### src/rtl/draw_arbiter_pkg.sv
// Shared constants for the breakout drawing path.
//   Drawer indices into the req/done/grant vectors, screen size, 3-bit
//   colour codes and the arbiter FSM state type.
package draw_arbiter_pkg;

  localparam int NUM_DRAWERS   = 3;
  localparam int DRAWER_PLAT   = 0;
  localparam int DRAWER_BALL   = 1;
  localparam int DRAWER_BRICK  = 2;

  localparam int SCREEN_W      = 160;
  localparam int SCREEN_H      = 120;

  localparam logic [2:0] COL_BLACK   = 3'b000;
  localparam logic [2:0] COL_BLUE    = 3'b001;
  localparam logic [2:0] COL_GREEN   = 3'b010;
  localparam logic [2:0] COL_CYAN    = 3'b011;
  localparam logic [2:0] COL_RED     = 3'b100;
  localparam logic [2:0] COL_MAGENTA = 3'b101;
  localparam logic [2:0] COL_YELLOW  = 3'b110;
  localparam logic [2:0] COL_WHITE   = 3'b111;

  typedef enum logic [1:0] {
    ST_IDLE    = 2'd0,
    ST_GRANT   = 2'd1,
    ST_RELEASE = 2'd2
  } arb_state_e;

endpackage

### src/rtl/draw_arbiter_rr_picker.sv
// Combinational round-robin picker.
//   req_i   : request vector
//   ptr_i   : index that has first priority; priority then rotates upward
//             and wraps to 0
//   pick_o  : one-hot selection, 0 when nothing requests
//   valid_o : at least one request present
// Kept free of state so the brick-cell scanner can reuse it.
module rr_picker
  import draw_arbiter_pkg::*;
#(
  parameter int NUM_REQ = NUM_DRAWERS,
  parameter int PTR_W   = (NUM_REQ > 1) ? $clog2(NUM_REQ) : 1
) (
  input  logic [NUM_REQ-1:0] req_i,
  input  logic [PTR_W-1:0]   ptr_i,
  output logic [NUM_REQ-1:0] pick_o,
  output logic               valid_o
);

  logic found;
  int   idx;

  always_comb begin
    pick_o = '0;
    found  = 1'b0;
    idx    = 0;
    for (int k = 0; k < NUM_REQ; k++) begin
      // ptr_i is always < NUM_REQ, so one subtraction is enough to wrap.
      idx = int'(ptr_i) + k;
      if (idx >= NUM_REQ) idx = idx - NUM_REQ;
      if (!found && req_i[idx]) begin
        pick_o[idx] = 1'b1;
        found       = 1'b1;
      end
    end
    valid_o = |req_i;
  end

endmodule

### src/rtl/draw_arbiter.sv
// Pixel-bus arbiter between the sprite drawers and the VGA adapter.
//   clk, resetn          : clock, synchronous active-low reset
//   req, done            : per-drawer request level / finished pulse
//   x_in, y_in, colour_in, wren_in : flattened per-drawer pixel buses
//   grant                : registered one-hot grant (drawer's draw strobe)
//   tick                 : one-cycle frame pulse every FRAME_DIV cycles
//   vga_x, vga_y, vga_colour, vga_wren : bus of the granted drawer
//   timeout              : sticky, a grant was revoked by the watchdog
//
// state    | meaning
// IDLE     | no grant; arbitrate among requests
// GRANT    | one drawer owns the bus; watchdog running
// RELEASE  | grant forced low for one cycle; pointer already advanced,
//          | next winner is picked here so the gap is exactly one cycle
module draw_arbiter
  import draw_arbiter_pkg::*;
#(
  parameter int NUM_REQ   = NUM_DRAWERS,
  parameter int FRAME_DIV = 833333,
  parameter int MAX_GRANT = 32768
) (
  input  logic                  clk,
  input  logic                  resetn,
  input  logic [NUM_REQ-1:0]    req,
  input  logic [NUM_REQ-1:0]    done,
  input  logic [10*NUM_REQ-1:0] x_in,
  input  logic [10*NUM_REQ-1:0] y_in,
  input  logic [3*NUM_REQ-1:0]  colour_in,
  input  logic [NUM_REQ-1:0]    wren_in,
  output logic [NUM_REQ-1:0]    grant,
  output logic                  tick,
  output logic [9:0]            vga_x,
  output logic [9:0]            vga_y,
  output logic [2:0]            vga_colour,
  output logic                  vga_wren,
  output logic                  timeout
);

  localparam int PTR_W  = (NUM_REQ > 1) ? $clog2(NUM_REQ) : 1;
  localparam int FCNT_W = $clog2(FRAME_DIV);
  localparam int WDOG_W = $clog2(MAX_GRANT) + 1;

  localparam logic [FCNT_W-1:0] FRAME_RELOAD = FCNT_W'(FRAME_DIV - 1);
  localparam logic [WDOG_W-1:0] WDOG_LAST    = WDOG_W'(MAX_GRANT - 1);
  localparam logic [PTR_W-1:0]  PTR_LAST     = PTR_W'(NUM_REQ - 1);

  arb_state_e          state_q, state_d;
  logic [NUM_REQ-1:0]  grant_q, grant_d;
  logic [PTR_W-1:0]    ptr_q, ptr_d;
  logic [WDOG_W-1:0]   wdog_q, wdog_d;
  logic                timeout_q, timeout_d;
  logic [FCNT_W-1:0]   fcnt_q, fcnt_d;

  logic [NUM_REQ-1:0]  pick;
  logic                pick_valid;
  logic [PTR_W-1:0]    gidx;
  logic [PTR_W-1:0]    ptr_next;
  logic                grantee_done;

  // Frame tick: free-running down-counter, independent of arbitration.
  assign tick   = (fcnt_q == '0);
  assign fcnt_d = tick ? FRAME_RELOAD : fcnt_q - 1'b1;

  always_ff @(posedge clk) begin
    if (!resetn) fcnt_q <= FRAME_RELOAD;
    else         fcnt_q <= fcnt_d;
  end

  rr_picker #(
    .NUM_REQ (NUM_REQ),
    .PTR_W   (PTR_W)
  ) u_picker (
    .req_i   (req),
    .ptr_i   (ptr_q),
    .pick_o  (pick),
    .valid_o (pick_valid)
  );

  always_comb begin
    gidx = '0;
    for (int i = 0; i < NUM_REQ; i++) begin
      if (grant_q[i]) gidx = PTR_W'(i);
    end
    ptr_next = (gidx == PTR_LAST) ? '0 : gidx + 1'b1;
  end

  // done from anyone but the current grantee is masked off here.
  assign grantee_done = |(done & grant_q);

  always_comb begin
    state_d   = state_q;
    grant_d   = grant_q;
    ptr_d     = ptr_q;
    wdog_d    = wdog_q;
    timeout_d = timeout_q;
    case (state_q)
      ST_IDLE, ST_RELEASE: begin
        if (pick_valid) begin
          grant_d = pick;
          wdog_d  = '0;
          state_d = ST_GRANT;
        end else begin
          grant_d = '0;
          state_d = ST_IDLE;
        end
      end
      ST_GRANT: begin
        if (grantee_done) begin
          grant_d = '0;
          ptr_d   = ptr_next;
          state_d = ST_RELEASE;
        end else if (wdog_q == WDOG_LAST) begin
          grant_d   = '0;
          ptr_d     = ptr_next;
          timeout_d = 1'b1;
          state_d   = ST_RELEASE;
        end else begin
          wdog_d = wdog_q + 1'b1;
        end
      end
      default: begin
        grant_d = '0;
        state_d = ST_IDLE;
      end
    endcase
  end

  always_ff @(posedge clk) begin
    if (!resetn) begin
      state_q   <= ST_IDLE;
      grant_q   <= '0;
      ptr_q     <= '0;
      wdog_q    <= '0;
      timeout_q <= 1'b0;
    end else begin
      state_q   <= state_d;
      grant_q   <= grant_d;
      ptr_q     <= ptr_d;
      wdog_q    <= wdog_d;
      timeout_q <= timeout_d;
    end
  end

  // Grant is one-hot, so OR-ing the masked buses acts as the mux and
  // naturally yields 0 when nothing is granted.
  always_comb begin
    vga_x      = '0;
    vga_y      = '0;
    vga_colour = '0;
    for (int i = 0; i < NUM_REQ; i++) begin
      if (grant_q[i]) begin
        vga_x      = vga_x      | x_in[10*i +: 10];
        vga_y      = vga_y      | y_in[10*i +: 10];
        vga_colour = vga_colour | colour_in[3*i +: 3];
      end
    end
  end

  assign vga_wren = |(wren_in & grant_q);
  assign grant    = grant_q;
  assign timeout  = timeout_q;

endmodule
### config.mk
export PLATFORM = sky130hd
export DESIGN_NAME = draw_arbiter
export DESIGN_NICKNAME = d
export VERILOG_FILES = /design/src/rtl/draw_arbiter_pkg.sv /design/src/rtl/draw_arbiter_rr_picker.sv /design/src/rtl/draw_arbiter.sv
export SDC_FILE = /design/constraint.sdc
export NUM_CORES = 1
export LEC_CHECK = 0
export BUFFER_PORTS_ARGS = -buffer_cell sky130_fd_sc_hd__buf_2
export CAP_MARGIN = 20
export CORE_MARGIN = 2
export CORE_UTILIZATION = 49
export DETAILED_ROUTE_END_ITERATION = 12
export PLACE_DENSITY = 0.8
export REMOVE_ABC_BUFFERS = 1
export SLEW_MARGIN = 0
export SYNTH_ARGS = -nofsm -noshare
export SYNTH_HDL_FRONTEND = slang
export SYNTH_HIERARCHICAL = 1
export SYNTH_SLANG_ARGS = --single-unit
### constraint.sdc
create_clock -name clk -period 2.5 [get_ports clk]
set_input_delay 0.125 -clock clk [delete_from_list [all_inputs] [get_ports clk]]
set_output_delay 0.125 -clock clk [all_outputs]
set_load 0.05 [all_outputs]
== Word-level counts from Yosys, hierarchy flattened ==
Cells that the tools add are included.

* Word-level logic and storage cells: 111
* Register bits: 44
* Input port bits: 80

* Equal/unequal tests: 8
* Mux-type cells: 49
* Reduce and logical (&&, ||, !) cells: 19
* $add $sub $neg: 8
* Bitwise gates (word level): 12
* Magnitude comparators: 9

{| class="wikitable"
|+ Operator list
! cell !! count
|-
| $ge 32x1->1 const B || 3
|-
| $lt 32x4->1 const B || 3
|-
| $mux 32 || 3
|-
| $ge 32x3->1 const B || 2
|-
| $sub 32x3->32 const B || 2
|-
| $mux 10 || 6
|-
| $mux 16 || 3
|-
| $or 10x10->10 || 4
|-
| $pmux 16 s2 || 1
|-
| $mux 3 || 9
|-
| $logic_not 20->1 || 1
|-
| $sub 20x1->20 const B || 1
|-
| $add 16x1->16 const B || 1
|-
| $eq 16x15->1 const B || 1
|-
| $mux 1 || 13
|-
| $mux 2 || 6
|-
| $or 3x3->3 || 4
|-
| $reduce_or 3->1 || 3
|-
| $and 3x3->3 || 2
|-
| $bmux 1 s2 || 3
|-
| $demux 1 s2 || 3
|-
| $ne 2x2->1 const B || 3
|-
| $pmux 3 s2 || 1
|-
| $logic_and 1x1->1 || 5
|-
| other kinds (17) || 22
|}

== Logic depth before layout (Yosys ltp) ==
* Word-level depth: 14
* Mapped depth: 9

== Hierarchy ==
The synthesis kept the hierarchy.

{| class="wikitable"
|+ By module, submodules not included
! module !! area each (um2) !! cells an instance !! instances !! sequential area each (um2)
|-
| draw_arbiter || 2511.2 || 299 || 1 || 880.8
|-
| rr_picker || 275.3 || 36 || 1 || 0.0
|}

== Worst setup path after synthesis ==
OpenSTA, ideal clock, no wires.

* Path type: reg-to-reg
* Start: register grant_q[1] (netlist: grant[1])
* End: register wdog_q[3]
* Setup slack: 0.454 ns
* Data arrival time: 1.925 ns
* Cell stages (with the launch flop): 8
* Setup time: 0.121 ns
* Cells stage by stage: dfxtp_1 buf_2 a222oi_1 nand2_1 a21oi_2 buf_4 o22ai_1 mux2_2

* Word-level cells in the longest chain between the ends: 4

{| class="wikitable"
|+ Ends and longest elaborated chain
! item !! line !! text
|-
| from (decl) || draw_arbiter.sv:48 || <nowiki>logic [NUM_REQ-1:0] grant_q, grant_d;</nowiki>
|-
| from (signal assigned) || draw_arbiter.sv:137 || <nowiki>grant_q <= grant_d;</nowiki>
|-
| $and 3x3->3 || draw_arbiter.sv:88 || <nowiki>assign grantee_done = |(done & grant_q);</nowiki>
|-
| $reduce_or 3->1 || draw_arbiter.sv:88 ||
|-
| $ne 2x2->1 (no source line) || - ||
|-
| $reduce_and 4->1 (no source line) || - ||
|-
| to (signal assigned) || draw_arbiter.sv:139 || <nowiki>wdog_q <= wdog_d;</nowiki>
|-
| to (decl) || draw_arbiter.sv:50 || <nowiki>logic [WDOG_W-1:0] wdog_q, wdog_d;</nowiki>
|}

No other way between the ends.
A chain may end at the register's enable or synchronous reset.

== Worst setup path in the final report ==
* Start: register fcnt_q[9]
* End: output port tick

* Word-level cells in the longest chain between the ends: 1

{| class="wikitable"
|+ Ends and longest elaborated chain
! item !! line !! text
|-
| from (decl) || draw_arbiter.sv:52 || <nowiki>logic [FCNT_W-1:0] fcnt_q, fcnt_d;</nowiki>
|-
| from (signal assigned) || draw_arbiter.sv:66 || <nowiki>else fcnt_q <= fcnt_d;</nowiki>
|-
| $logic_not 20->1 || draw_arbiter.sv:61 || <nowiki>assign tick = (fcnt_q == '0);</nowiki>
|-
| to (decl) || draw_arbiter.sv:31 || <nowiki>output logic tick,</nowiki>
|}

No other way between the ends.

==> flow_summary.toml <==
[clocking]
htree_levels = 2
cts_setup_buffers = 0
cts_resized = 0
cts_root_buf = "clkbuf_8"
cts.path.max_buffers = 2
clock_sinks = 44
numCtsBuffers = 5
clk-insertion-delay-late_ps = 300
postCtsHoldBufs = 0
clk_pin_slew_ps = 90
tritoncts = "yes"

[detailed_routing]
via_per_inst = 5.897
num_vias = 3037
initialDrtViolationCount = 285
drc = 0
dr.pass1.iters = 6
wl_per_cell_um = 15.09
routed_wl_mm = 7.773
final_antenna_net_count = 0

[place]
dpl.hpwl_mm = 5.854
gp_congestion = 0.9209
port_buffers = 108
placed_cell_area_um2 = 3405
dp.cells = 507
preCtsSetupSlack_ps = 442.6

[sta]
grt_setup_unrepaired = "false"
setup_viol = 0
period_share_pct = 84.62
clock_skew_ps = 12.13
setup_slack_ps = 384.4
hold_violations = 0
worst_slew_pin_slew_ps = 522.6
clock.fmax_mhz = 472.7
setup_tns_ps = 0
slew_headroom_pct = 64.87
min_period_ps = 2116
drv_slew = 0

[critical_path]
rrSetupSlack_ps = 410
critical_path_class = "flip-flop to primary output"
worstReg2RegStart = "ptr_q[0]"
cp.depth = 5
regToRegEndpoint = "grant[0]"
crit_path_end = "tick"
crit_chain = "or4_1 > nor2_1 > nand4_1 > inv_1 > buf_2"
cp.arrival_ps = 1990
path_buf_inv = 2
crit_fanout = 4
start_kind = "flip-flop"
crit_family = "simple AND/OR/NAND/NOR gates"
rr_worst_depth = 8
worst_setup_path_end_kind = "primary output"
cp_slowest_stage_delay_ps = 580
cp_data_required_time_ps = 2380
cp-startpoint = "fcnt_q[9]"
crit_slowest_cell = "or4_1"

[flow_run]
max-cap-violations = 0

[die]
start_util_pct = 50.60
core_area_um2 = 5507
fp.dieArea_um2 = 6306
die_w_um = 79.41
rows = 27
io_pins = 109
fp.dieH_um = 79.41

[synth]
synth_seq_area_share_pct = 31.61
syn_inst = 335
mappedNetlistArea_um2 = 2786
synth-seq-cells = 44
async_flop_share_pct = 0
yosys_warnings = 6
synth-main-ff-cell = "dfxtp_1"
synth_edf_count = 0
ys_types = 63
avgSynthCellArea_um2 = 8.318

[global_route]
antenna_found_initial = 0
grt_remaining_overflow = 0
grt_pass1_vias = 2700
grt_max_degree = 29
grt_use_total_pct = 23.66
grt_pass1_wl_mm = 12.16

[worst_hold_path]
hold_class = "primary input to flip-flop"

[pwr]
p_leak_nw = 1.669
peakVddDrop_mv = 0.2985
power-per-cell-area_nw_per_um2 = 512.3
p_total_mw = 1.804

[cells_and_area]
drive_gt1_share_pct = 32.51
final_common_cell = "buf_2"
design_area_um2 = 3521
area.growth.synth_to_final_pct = 26.36
fill_cells = 494
nets = 529
layout_common_cells = "buf_2 (108), dfxtp_1 (44), inv_1 (32), nand2_1 (30), a222oi_1 (25)"
antennaDiodeCount = 0
instances_no_fill = 515

[run_status]
status = "complete, no violations"
==> cell type report <==
cell class	instances	area (um2)	area share, %
Clock buffer	5	68.82	1.955
Clock inverter	3	47.55	1.350
Inverter	32	120.1	3.412
Multi-Input combinational cell	242	1705	48.44
Sequential cell	44	880.8	25.02
Tap cell	72	90.09	2.559
Timing Repair Buffer	117	608.1	17.27
==> cells by family after synthesis <==
group | Yosys count | share of synthesized area (%)
buffers and inverters | 49 | 7.185
AO/OA/AOI/OAI | 78 | 23.04
flip-flops | 44 | 31.61
XOR/XNOR | 15 | 4.715
multiplexers | 5 | 1.841
adder cells (fa/ha/maj) | 7 | 3.143
AND/OR/NAND/NOR | 137 | 28.47
==> worst min path at each step <==
stage          slack (ps)  depth (start not counted)       from   endpoint
2_1_floorplan         240                          1     resetn    timeout
4_1_cts               300                          3     resetn    timeout
5_1_grt               310                          3     resetn    timeout
3_5_place_dp          460                          1  fcnt_q[0]  fcnt_q[0]
3_3_place_gp          440                          1  fcnt_q[0]  fcnt_q[0]
6_report              310                          3     resetn    timeout
==> flip-flops by register name, summed over array words and instances (netlist names) <==
name	count
wdog_q	16
fcnt_q	20
ptr_q	2
state_q	2
grant	3
timeout	1
==> worst register-to-register path: stages (launching register included) <==
cell	delay (ps)
dfxtp_1	390
inv_1	90
ha_1	440
and4bb_1	230
a311o_1	350
a32oi_1	190
o21ai_1	80
a22oi_1	160
nor2b_1	60
==> layer usage <==
metal	track usage, %	share of wire (%)	vias to the layer above
li1	-	-	1469
met1	27.99	40	1414
met2	42.46	50	142
met3	4.977	8.0	12
met4	7.759	1.8	0
met5	0	0	-
==> stage by stage <==
stage	util (%)	hold slack, ps
CTS	63.94	299.0
floorplan	-	242.5
finish	63.94	306.0
global placement	61.83	439.1
detailed placement	61.83	459.2
global route	63.94	312.2
==> cells in the mapped netlist, types with 5 or more instances <==
cell	n	area, um2
clkbuf_1	10	37.54
dfxtp_1	44	880.8
o22ai_1	5	31.28
a222oi_1	25	250.2
o31ai_1	7	52.55
xor2_1	6	52.55
ha_1	7	87.58
nor2b_1	8	50.05
nor3_1	7	35.03
or3_1	6	37.54
nand3_1	13	65.06
inv_1	32	120.1
nand3b_1	6	45.04
a21o_1	6	45.04
nand4_1	9	56.30
xnor2_1	9	78.83
nand2_1	30	112.6
nor2_1	21	78.83
==> power breakdown <==
part	internal, mW	total [mW]	switching (mW)
Sequential	0.720	0.739	0.0187
Combinational	0.170	0.509	0.339
Clock	0.301	0.556	0.255
Total	1.19	1.80	0.612
(Power assumes the default switching activity.)
